===== config.mk =====
export PLATFORM = sky130hd
export DESIGN_NAME = uart_rx_engine
export DESIGN_NICKNAME = d
export VERILOG_FILES = /design/src/rtl/uart_rx_engine.sv
export SDC_FILE = /design/constraint.sdc
export NUM_CORES = 1
export LEC_CHECK = 0
export ABC_AREA = 1
export BUFFER_PORTS_ARGS = -buffer_cell sky130_fd_sc_hd__clkbuf_2
export CAP_MARGIN = 40
export CORE_MARGIN = 2
export CORE_UTILIZATION = 51
export CTS_CLUSTER_SIZE = 30
export DETAILED_ROUTE_END_ITERATION = 6
export PLACE_DENSITY = 0.75
export SLEW_MARGIN = 25
export SYNTH_ARGS = -nofsm -noshare
export SYNTH_HDL_FRONTEND = slang
export SYNTH_SLANG_ARGS = --single-unit

===== constraint.sdc =====
create_clock -name PCLK -period 1.8 [get_ports PCLK]
set_clock_uncertainty 0.05 [all_clocks]
set_input_delay 0.18 -clock PCLK [delete_from_list [all_inputs] [get_ports PCLK]]
set_output_delay 0.18 -clock PCLK [all_outputs]
set_load 0.05 [all_outputs]

===== src/rtl/uart_rx_engine.sv =====
// uart_rx_engine: 16x-oversampled UART receiver that deserialises 5-8 bit characters into the RX FIFO.
// Optional break detection is compiled in with `define UART_RX_BREAK_DETECT_EN.
module uart_rx_engine #(
    parameter int SYNC_STAGES = 2
) (
    input  logic       PCLK,
    input  logic       PRESET,
    input  logic       RXD,
    input  logic       enable,
    input  logic [7:0] LCR,
    input  logic       rx_fifo_full,
    output logic [7:0] rx_data,
    output logic       rx_push,
    output logic       parity_error,
    output logic       framing_error,
    output logic       break_error,
    output logic       overrun_error,
    output logic       busy
);
    typedef enum logic [2:0] {
        IDLE   = 3'd0,
        START  = 3'd1,
        DATA   = 3'd2,
        PARITY = 3'd3,
        STOP   = 3'd4
    } state_t;

    state_t                 state_r, state_next_s;
    logic [SYNC_STAGES-1:0] sync_r;
    logic                   rxd_s, rxd_prev_r;
    logic [3:0]             tick_cnt_r;
    logic [2:0]             bit_idx_r;
    logic [7:0]             shift_r;
    logic                   par_err_r;
    logic                   start_s, mid_start_s, sample_s, last_bit_s, stop_done_s;
    logic                   brk_s, hold_s;
    logic [7:0]             rx_data_r;
    logic                   rx_push_r, parity_error_r, framing_error_r, break_error_r;
    logic                   overrun_error_r, busy_r;
    logic                   unused_lcr_s;

    // LCR[5:4] selects odd / even / mark / space
    function automatic logic parity_expected(input logic [7:0] data, input logic [1:0] mode);
        logic p;
        case (mode)
            2'b00:   p = ~^data;
            2'b01:   p = ^data;
            2'b10:   p = 1'b1;
            2'b11:   p = 1'b0;
            default: p = 1'b0;
        endcase
        return p;
    endfunction

    assign rxd_s        = sync_r[SYNC_STAGES-1];
    assign sample_s     = enable && (tick_cnt_r == 4'd15);
    assign mid_start_s  = (state_r == START) && enable && (tick_cnt_r == 4'd7);
    assign last_bit_s   = (bit_idx_r == (3'd4 + {1'b0, LCR[1:0]}));
    assign start_s      = (state_r == IDLE) && rxd_prev_r && !rxd_s && !hold_s;
    assign stop_done_s  = (state_r == STOP) && sample_s;
    assign unused_lcr_s = ^{LCR[7:6], LCR[2]};

    // RXD synchroniser, idles high
    always_ff @(posedge PCLK) begin
        if (PRESET) begin
            sync_r <= {SYNC_STAGES{1'b1}};
        end else begin
            sync_r <= {sync_r[SYNC_STAGES-2:0], RXD};
        end
    end

    // FSM state register
    always_ff @(posedge PCLK) begin
        if (PRESET) begin
            state_r <= IDLE;
        end else begin
            state_r <= state_next_s;
        end
    end

    // FSM next-state logic
    always_comb begin
        state_next_s = state_r;
        case (state_r)
            IDLE: begin
                if (start_s) state_next_s = START;
                else         state_next_s = IDLE;
            end
            START: begin
                if (mid_start_s) state_next_s = rxd_s ? IDLE : DATA;
                else             state_next_s = START;
            end
            DATA: begin
                if (sample_s && last_bit_s) state_next_s = LCR[3] ? PARITY : STOP;
                else                        state_next_s = DATA;
            end
            PARITY: begin
                if (sample_s) state_next_s = STOP;
                else          state_next_s = PARITY;
            end
            STOP: begin
                if (sample_s) state_next_s = IDLE;
                else          state_next_s = STOP;
            end
            default: state_next_s = IDLE;
        endcase
    end

    // Bit timing, deserialiser and parity check
    always_ff @(posedge PCLK) begin
        if (PRESET) begin
            rxd_prev_r <= 1'b1;
            tick_cnt_r <= 4'd0;
            bit_idx_r  <= 3'd0;
            shift_r    <= 8'd0;
            par_err_r  <= 1'b0;
        end else begin
            rxd_prev_r <= rxd_s;
            // Re-phasing at mid start bit puts every later sample on a bit centre
            if (start_s || mid_start_s) tick_cnt_r <= 4'd0;
            else if (enable)            tick_cnt_r <= tick_cnt_r + 4'd1;
            if (start_s) begin
                shift_r   <= 8'd0;
                bit_idx_r <= 3'd0;
                par_err_r <= 1'b0;
            end else if ((state_r == DATA) && sample_s) begin
                shift_r[bit_idx_r] <= rxd_s;
                bit_idx_r          <= bit_idx_r + 3'd1;
            end else if ((state_r == PARITY) && sample_s) begin
                par_err_r <= (rxd_s != parity_expected(shift_r, LCR[5:4]));
            end
        end
    end

`ifdef UART_RX_BREAK_DETECT_EN
    logic       par_one_r, hold_r;
    logic [3:0] hold_cnt_r;

    assign brk_s  = (shift_r == 8'd0) && !par_one_r && !rxd_s;
    assign hold_s = hold_r;

    // After a break, start detection waits for 16 consecutive high ticks
    always_ff @(posedge PCLK) begin
        if (PRESET) begin
            par_one_r  <= 1'b0;
            hold_r     <= 1'b0;
            hold_cnt_r <= 4'd0;
        end else begin
            if (start_s)                             par_one_r <= 1'b0;
            else if ((state_r == PARITY) && sample_s) par_one_r <= rxd_s;
            if (stop_done_s && brk_s) begin
                hold_r     <= 1'b1;
                hold_cnt_r <= 4'd0;
            end else if (hold_r && enable) begin
                if (!rxd_s) begin
                    hold_cnt_r <= 4'd0;
                end else if (hold_cnt_r == 4'd15) begin
                    hold_r     <= 1'b0;
                    hold_cnt_r <= 4'd0;
                end else begin
                    hold_cnt_r <= hold_cnt_r + 4'd1;
                end
            end
        end
    end
`else
    assign brk_s  = 1'b0;
    assign hold_s = 1'b0;
`endif

    // Completion outputs; flags are only meaningful alongside the push
    always_ff @(posedge PCLK) begin
        if (PRESET) begin
            rx_data_r       <= 8'd0;
            rx_push_r       <= 1'b0;
            parity_error_r  <= 1'b0;
            framing_error_r <= 1'b0;
            break_error_r   <= 1'b0;
            overrun_error_r <= 1'b0;
            busy_r          <= 1'b0;
        end else begin
            busy_r <= (state_next_s != IDLE);
            if (stop_done_s) begin
                rx_data_r       <= shift_r;
                rx_push_r       <= !rx_fifo_full;
                overrun_error_r <= rx_fifo_full;
                parity_error_r  <= par_err_r;
                framing_error_r <= !rxd_s;
                break_error_r   <= brk_s;
            end else begin
                rx_push_r       <= 1'b0;
                overrun_error_r <= 1'b0;
                parity_error_r  <= 1'b0;
                framing_error_r <= 1'b0;
                break_error_r   <= 1'b0;
            end
        end
    end

    assign rx_data       = rx_data_r;
    assign rx_push       = rx_push_r;
    assign parity_error  = parity_error_r;
    assign framing_error = framing_error_r;
    assign break_error   = break_error_r;
    assign overrun_error = overrun_error_r;
    assign busy          = busy_r;
endmodule


# Word level (Yosys, flattened, before mapping)
# Cells that the tools add are included.
[classes] addsub=3 n_lt_le_gt_ge=2 n_eq_ne=11 muxes=16 n_bitwise=2 reduce_logical=22
[op_table] op="one-hot mux 3 bit (5 select lines)" n=1
[op_table] op="two-way mux 3 bit" n=4
[op_table] op="logical AND 1 bit" n=10
[op_table] op="bitwise mux 8 bit" n=1
[op_table] op="XNOR reduction 8 bit" n=1
[op_table] op="XOR reduction 8 bit" n=1
[op_table] op="== test 3 x 2 -> 1 bit (second input constant)" n=2
[op_table] op="two-way mux 1 bit" n=6
[op_table] op="OR reduction 2 bit" n=3
[op_table] op="adder 4 x 1 -> 4 bit (second input constant)" n=1
[op_table] op="== test 2 bit (second input constant)" n=2
[op_table] op="== test 4 x 3 -> 1 bit (second input constant)" n=1
[op_table] op="== test 4 bit (second input constant)" n=1
[op_table] op="< comparator 3 x 4 -> 1 bit (second input constant)" n=1
[op_table] op="two-way mux 2 bit" n=2
[op_table] op="one-hot mux 1 bit (4 select lines)" n=1
[op_table] op="adder 3 x 1 -> 3 bit (second input constant)" n=1
[op_table] op="adder 3 x 2 -> 3 bit (first input constant)" n=1
[op_table] op="demux 1 bit (select 3 bit)" n=1
[op_table] op="== test 3 x 1 -> 1 bit (second input constant)" n=1
[op_table] op="== test 3 bit" n=1
[op_table] op="== test 3 bit (second input constant)" n=1
[op_table] op=">= comparator 3 x 1 -> 1 bit (second input constant)" n=1
[op_table] op="zero test 3 bit" n=1
[op_table] op="other kinds (8)" n=10
[word_totals] reg_bits=35 in_bits=13 output_inout_bits=14 word_cells=69

# Longest topological paths before layout
[depth] depth_word=8 ltp_mapped=11 ltp_nobuf=11

# Worst setup path before layout
# Ideal clock, no wire load.
[synth_timing] kind="flip-flop to flip-flop" from="register tick_cnt_r[0]" to="register shift_r[7]" setup_time_ps=117 arrival_time_ps=1254 required_time_ps=1633 setup_slack_ps=378 path_stages_with_launch=9 path_buffers=0 synth_period_minus_slack_ps=1422 cell_sequence="dfxtp_1 -> ha_1 -> nand3_4 -> nor2_8 -> nand2_8 -> nor2_4 -> nand3_1 -> o21ai_1 -> a21oi_1"
[synth_between] elab_chain_cells=3
[synth_lines] item="from (decl)" line_no="31" rtl="logic [3:0] tick_cnt_r;"
[synth_lines] item="from (signal assigned)" line_no="121" rtl="else if (enable) tick_cnt_r <= tick_cnt_r + 4'd1;"
[synth_lines] item="== test 4 bit" line_no="56" rtl="assign sample_s = enable && (tick_cnt_r == 4'd15);"
[synth_lines] item="logical AND 1 bit" line_no="56"
[synth_lines] item="logical AND 1 bit" line_no="126" rtl="end else if ((state_r == DATA) && sample_s) begin"
[synth_lines] item="to (signal, indexed assignment)" line_no="127" rtl="shift_r[bit_idx_r] <= rxd_s;"
[synth_lines] item="to (decl)" line_no="33" rtl="logic [7:0] shift_r;"
# No other way between the ends.
# A chain may end at the register's enable or synchronous reset.

# Worst setup path after layout
# Same ends and word-level chain as after synthesis.

==> impl_metrics.csv <==
group,metric,value,unit
routing,totalWireLength,3237,µm
power,netSwitchingPower,309.9,µW
die,core-area,3078,µm²
power,p_seq_share,58.2,%
power,sw_frac_of_total,22.87,%
routing,drt-pass1-iter-count,4,
worst_setup_path,end_kind,"flip-flop",
routing,wl_per_cell,10.51,µm
routing,via_count,1462,
global_route,grtUsageTotal,20.67,%
global_route,grt_pass1_wl,5637,µm
worst_setup_path,critPathMaxStageDelay,380,ps
routing,postRouteAntennaNets,0,
synthesis,ys_seq_elements,35,
die,die_w,61.32,µm
sta,rsz0062_at_grt,"false",
sta,fmax,650.1,MHz
placed_design,place_congestion,0.8235,
cts,clkTransAtPathRegs,100,ps
synthesis,netlist_instances,231,
sta,finalCritPeriodShare,85.46,%
synthesis,syn_nets,246,
synthesis,syn_area_per_cell,7.253,µm²
min_path,min_path_type,"in2reg",
sta,final_period_minus_worst_setup_slack,1538,ps
power,peakVddDrop,0.4738,mV
cts,cts_tree,"done",
die,rows,20,
cts,clock-root-buffer,"clkbuf_4",
synthesis,synth_mux_area_share,0,%
synthesis,synth_xor_xnor_area_share,1.568,%
sta,final_max_slew_viol_count,0,
sta,finalSetupViolCount,0,
final_layout,final_common_cell,"nand2_1",
routing,met2_length,1458,µm
routing,dr_wl_met3,182,µm
worst_setup_path,cp_slowest_cell,"dfxtp_1",
synthesis,synth_compound_area_share,12.77,%
final_layout,fill_cells,302,
final_layout,antenna_cells,0,
sta,hold_viol,0,
cts,clkLatencyLatePin,340,ps
global_route,overflow,0,
power,leakage,0.9423,nW
cts,cts_sinks,35,
cts,htree_levels,2,
die,die_h,61.32,µm
cts,clock_path_buffers,2,
die,ios,27,
placed_design,dp_cells,296,
worst_setup_path,critPathRequiredTime,2000,ps
power,combPwrFrac,6.0,%
sta,fin_tns_setup,0,ps
power,powerDensity,697.5,nW/µm²
power,power,1.355,mW
synthesis,ys_warn_count,0,
final_layout,layout-drive-gt1-share,18.94,%
global_route,first_global_vias,1339,
status,outcome,"finished clean",
cts,ctsResizeCount,0,
job,max_cap_viol_count,0,
placed_design,hpwlAfterDp,2398,µm
worst_setup_path,path_class,"reg2reg",
synthesis,ys_types,34,
worst_setup_path,path_max_fanout,7,
global_route,grt_start_max_net_pins,18,
placed_design,port_buffers,22,
routing,drc,0,
worst_setup_path,arrival,1730,ps
synthesis,synth_top_family_by_area,"simple AND/OR/NAND/NOR gates",
routing,wl_met1,1547,µm
final_layout,area_growth,15.98,%
die,dieArea,3760,µm²
cts,numCtsBuffers,5,
routing,via_per_inst,4.747,
synthesis,yosysSeqAreaShare,41.82,%
routing,highest_layer,"met4",
worst_setup_path,startpoint_type,"flip-flop",
synthesis,synth-simple-area-share,30.99,%
final_layout,nNetsFinal,278,
final_layout,final_cell_mix,"nand2_1, inv_1, dfxtp_1",
power,internal_power,1.045,mW
worst_setup_path,path_cells,"ha_1, nand3_4, nor2_8, nand2_8, nor2_4, nand3_1, o21ai_1, a21oi_1",
final_layout,final_cells,308,
global_route,antenna_found_initial,0,
power,clkPwrFrac,35.8,%
die,start_util,54.43,%
synthesis,synthAdderAreaFrac,1.494,%
routing,drt-initial-drc-count,64,
synthesis,syn_area,1675,µm²
layout make-up:
class                           instances  area, µm²  share of cell area [%]
Multi-Input combinational cell        152      788.3                   40.57
Sequential cell                        35      700.7                   36.06
Timing Repair Buffer                   29      172.7                   8.886
Inverter                               40      157.7                   8.113
Clock buffer                            8      68.82                   3.542
Tap cell                               44      55.05                   2.833
cells in the mapped netlist:
library cell	n	area [µm²]
a211oi_1	1	7.510
a21oi_1	16	80.08
a21oi_2	1	8.760
and3_1	1	6.260
buf_2	2	10.01
buf_4	1	7.510
buf_6	1	11.26
clkinv_2	2	10.01
conb_1	1	3.750
dfxtp_1	35	700.7
ha_1	2	25.02
inv_1	36	135.1
inv_2	1	3.750
inv_6	1	8.760
nand2_1	54	202.7
nand2_2	2	12.51
nand2_4	1	11.26
nand2_8	1	20.02
nand3_1	12	60.06
nand3_4	1	17.52
nand4_1	5	31.28
nor2_1	19	71.32
nor2_4	1	11.26
nor2_8	1	20.02
nor3_1	5	25.02
nor3_2	1	10.01
nor3b_1	1	7.510
o21ai_0	12	60.06
o21ai_1	5	25.02
o21ai_2	3	26.28
o22ai_1	1	6.260
or2_2	2	12.51
xnor2_1	1	8.760
xor2_1	2	17.52
final timing paths:
check,slack (ps),to,depth (start not counted),from
setup / recovery,260,shift_r[7]$_SDFFE_PP0P_,8,tick_cnt_r[0]$_SDFFE_PP0P_
hold / removal,150,tick_cnt_r[0]$_SDFFE_PP0P_,3,enable
setup reg to reg,260,shift_r[7]$_SDFFE_PP0P_,8,tick_cnt_r[0]$_SDFFE_PP0P_
hold reg to reg,370,sync_r[1]$_SDFF_PP1_,1,sync_r[0]$_SDFF_PP1_
cell families after synthesis:
kind of cell | after synthesis
buffers and inverters | 44
AND/OR/NAND/NOR | 107
flip-flops | 35
adder cells (fa/ha/maj) | 2
AO/OA/AOI/OAI | 39
XOR/XNOR | 3
other | 1
sequential cells by signal, summed over array words and instances (netlist names):
name,count
state_r,3
parity_error,1
tick_cnt_r,4
rxd_prev_r,1
rx_data,8
busy,1
framing_error,1
shift_r,8
overrun_error,1
sync_r,2
bit_idx_r,3
rx_push,1
par_err_r,1
routing by layer:
layer,GRT usage (%),vias to the layer above
li1,-,797
met1,24.64,625
met2,34.95,35
met3,6.933,5
met4,6.832,0
met5,0,-
power groups by stage:
stage                     Sequential (mW)  Clock, mW  Combinational (mW)
final                               0.788      0.485              0.0818
after global routing                0.790      0.526              0.0923
after CTS                           0.789      0.499              0.0812
after detailed placement            0.806          0              0.0743
after global placement              0.806          0              0.0742
after floorplan                     0.809          0              0.0440
stage by stage:
step                      util, %  worst slack, ps  hold slack (ps)  cell area, µm²
after global placement      59.59            291.9            310.7            1834
final                       63.13            261.8            153.1            1943
after floorplan                 -            378.5            202.4            1675
after global routing        63.13            85.07            152.9            1943
after CTS                   63.13            247.4            139.6            1943
after detailed placement    59.59            265.1            314.6            1834
worst max-delay path: cells and delay by family (launching register included):
kind / cells / cell delay [ps]
AO/OA/AOI/OAI: 2 / 170
AND/OR/NAND/NOR: 5 / 600
flip-flops: 1 / 380
adder cells (fa/ha/maj): 1 / 230
repair_timing:
| item | 4_1_cts | 5_1_grt |
|---|---|---|
| hold endpoints to repair | 4 | 0 |
| buffers inserted | 0 | 0 |
| hold buffers | 4 | 0 |
| endpoints found under the setup margin | 0 | 0 |
No activity file was read; power rests on OpenSTA's default activity.
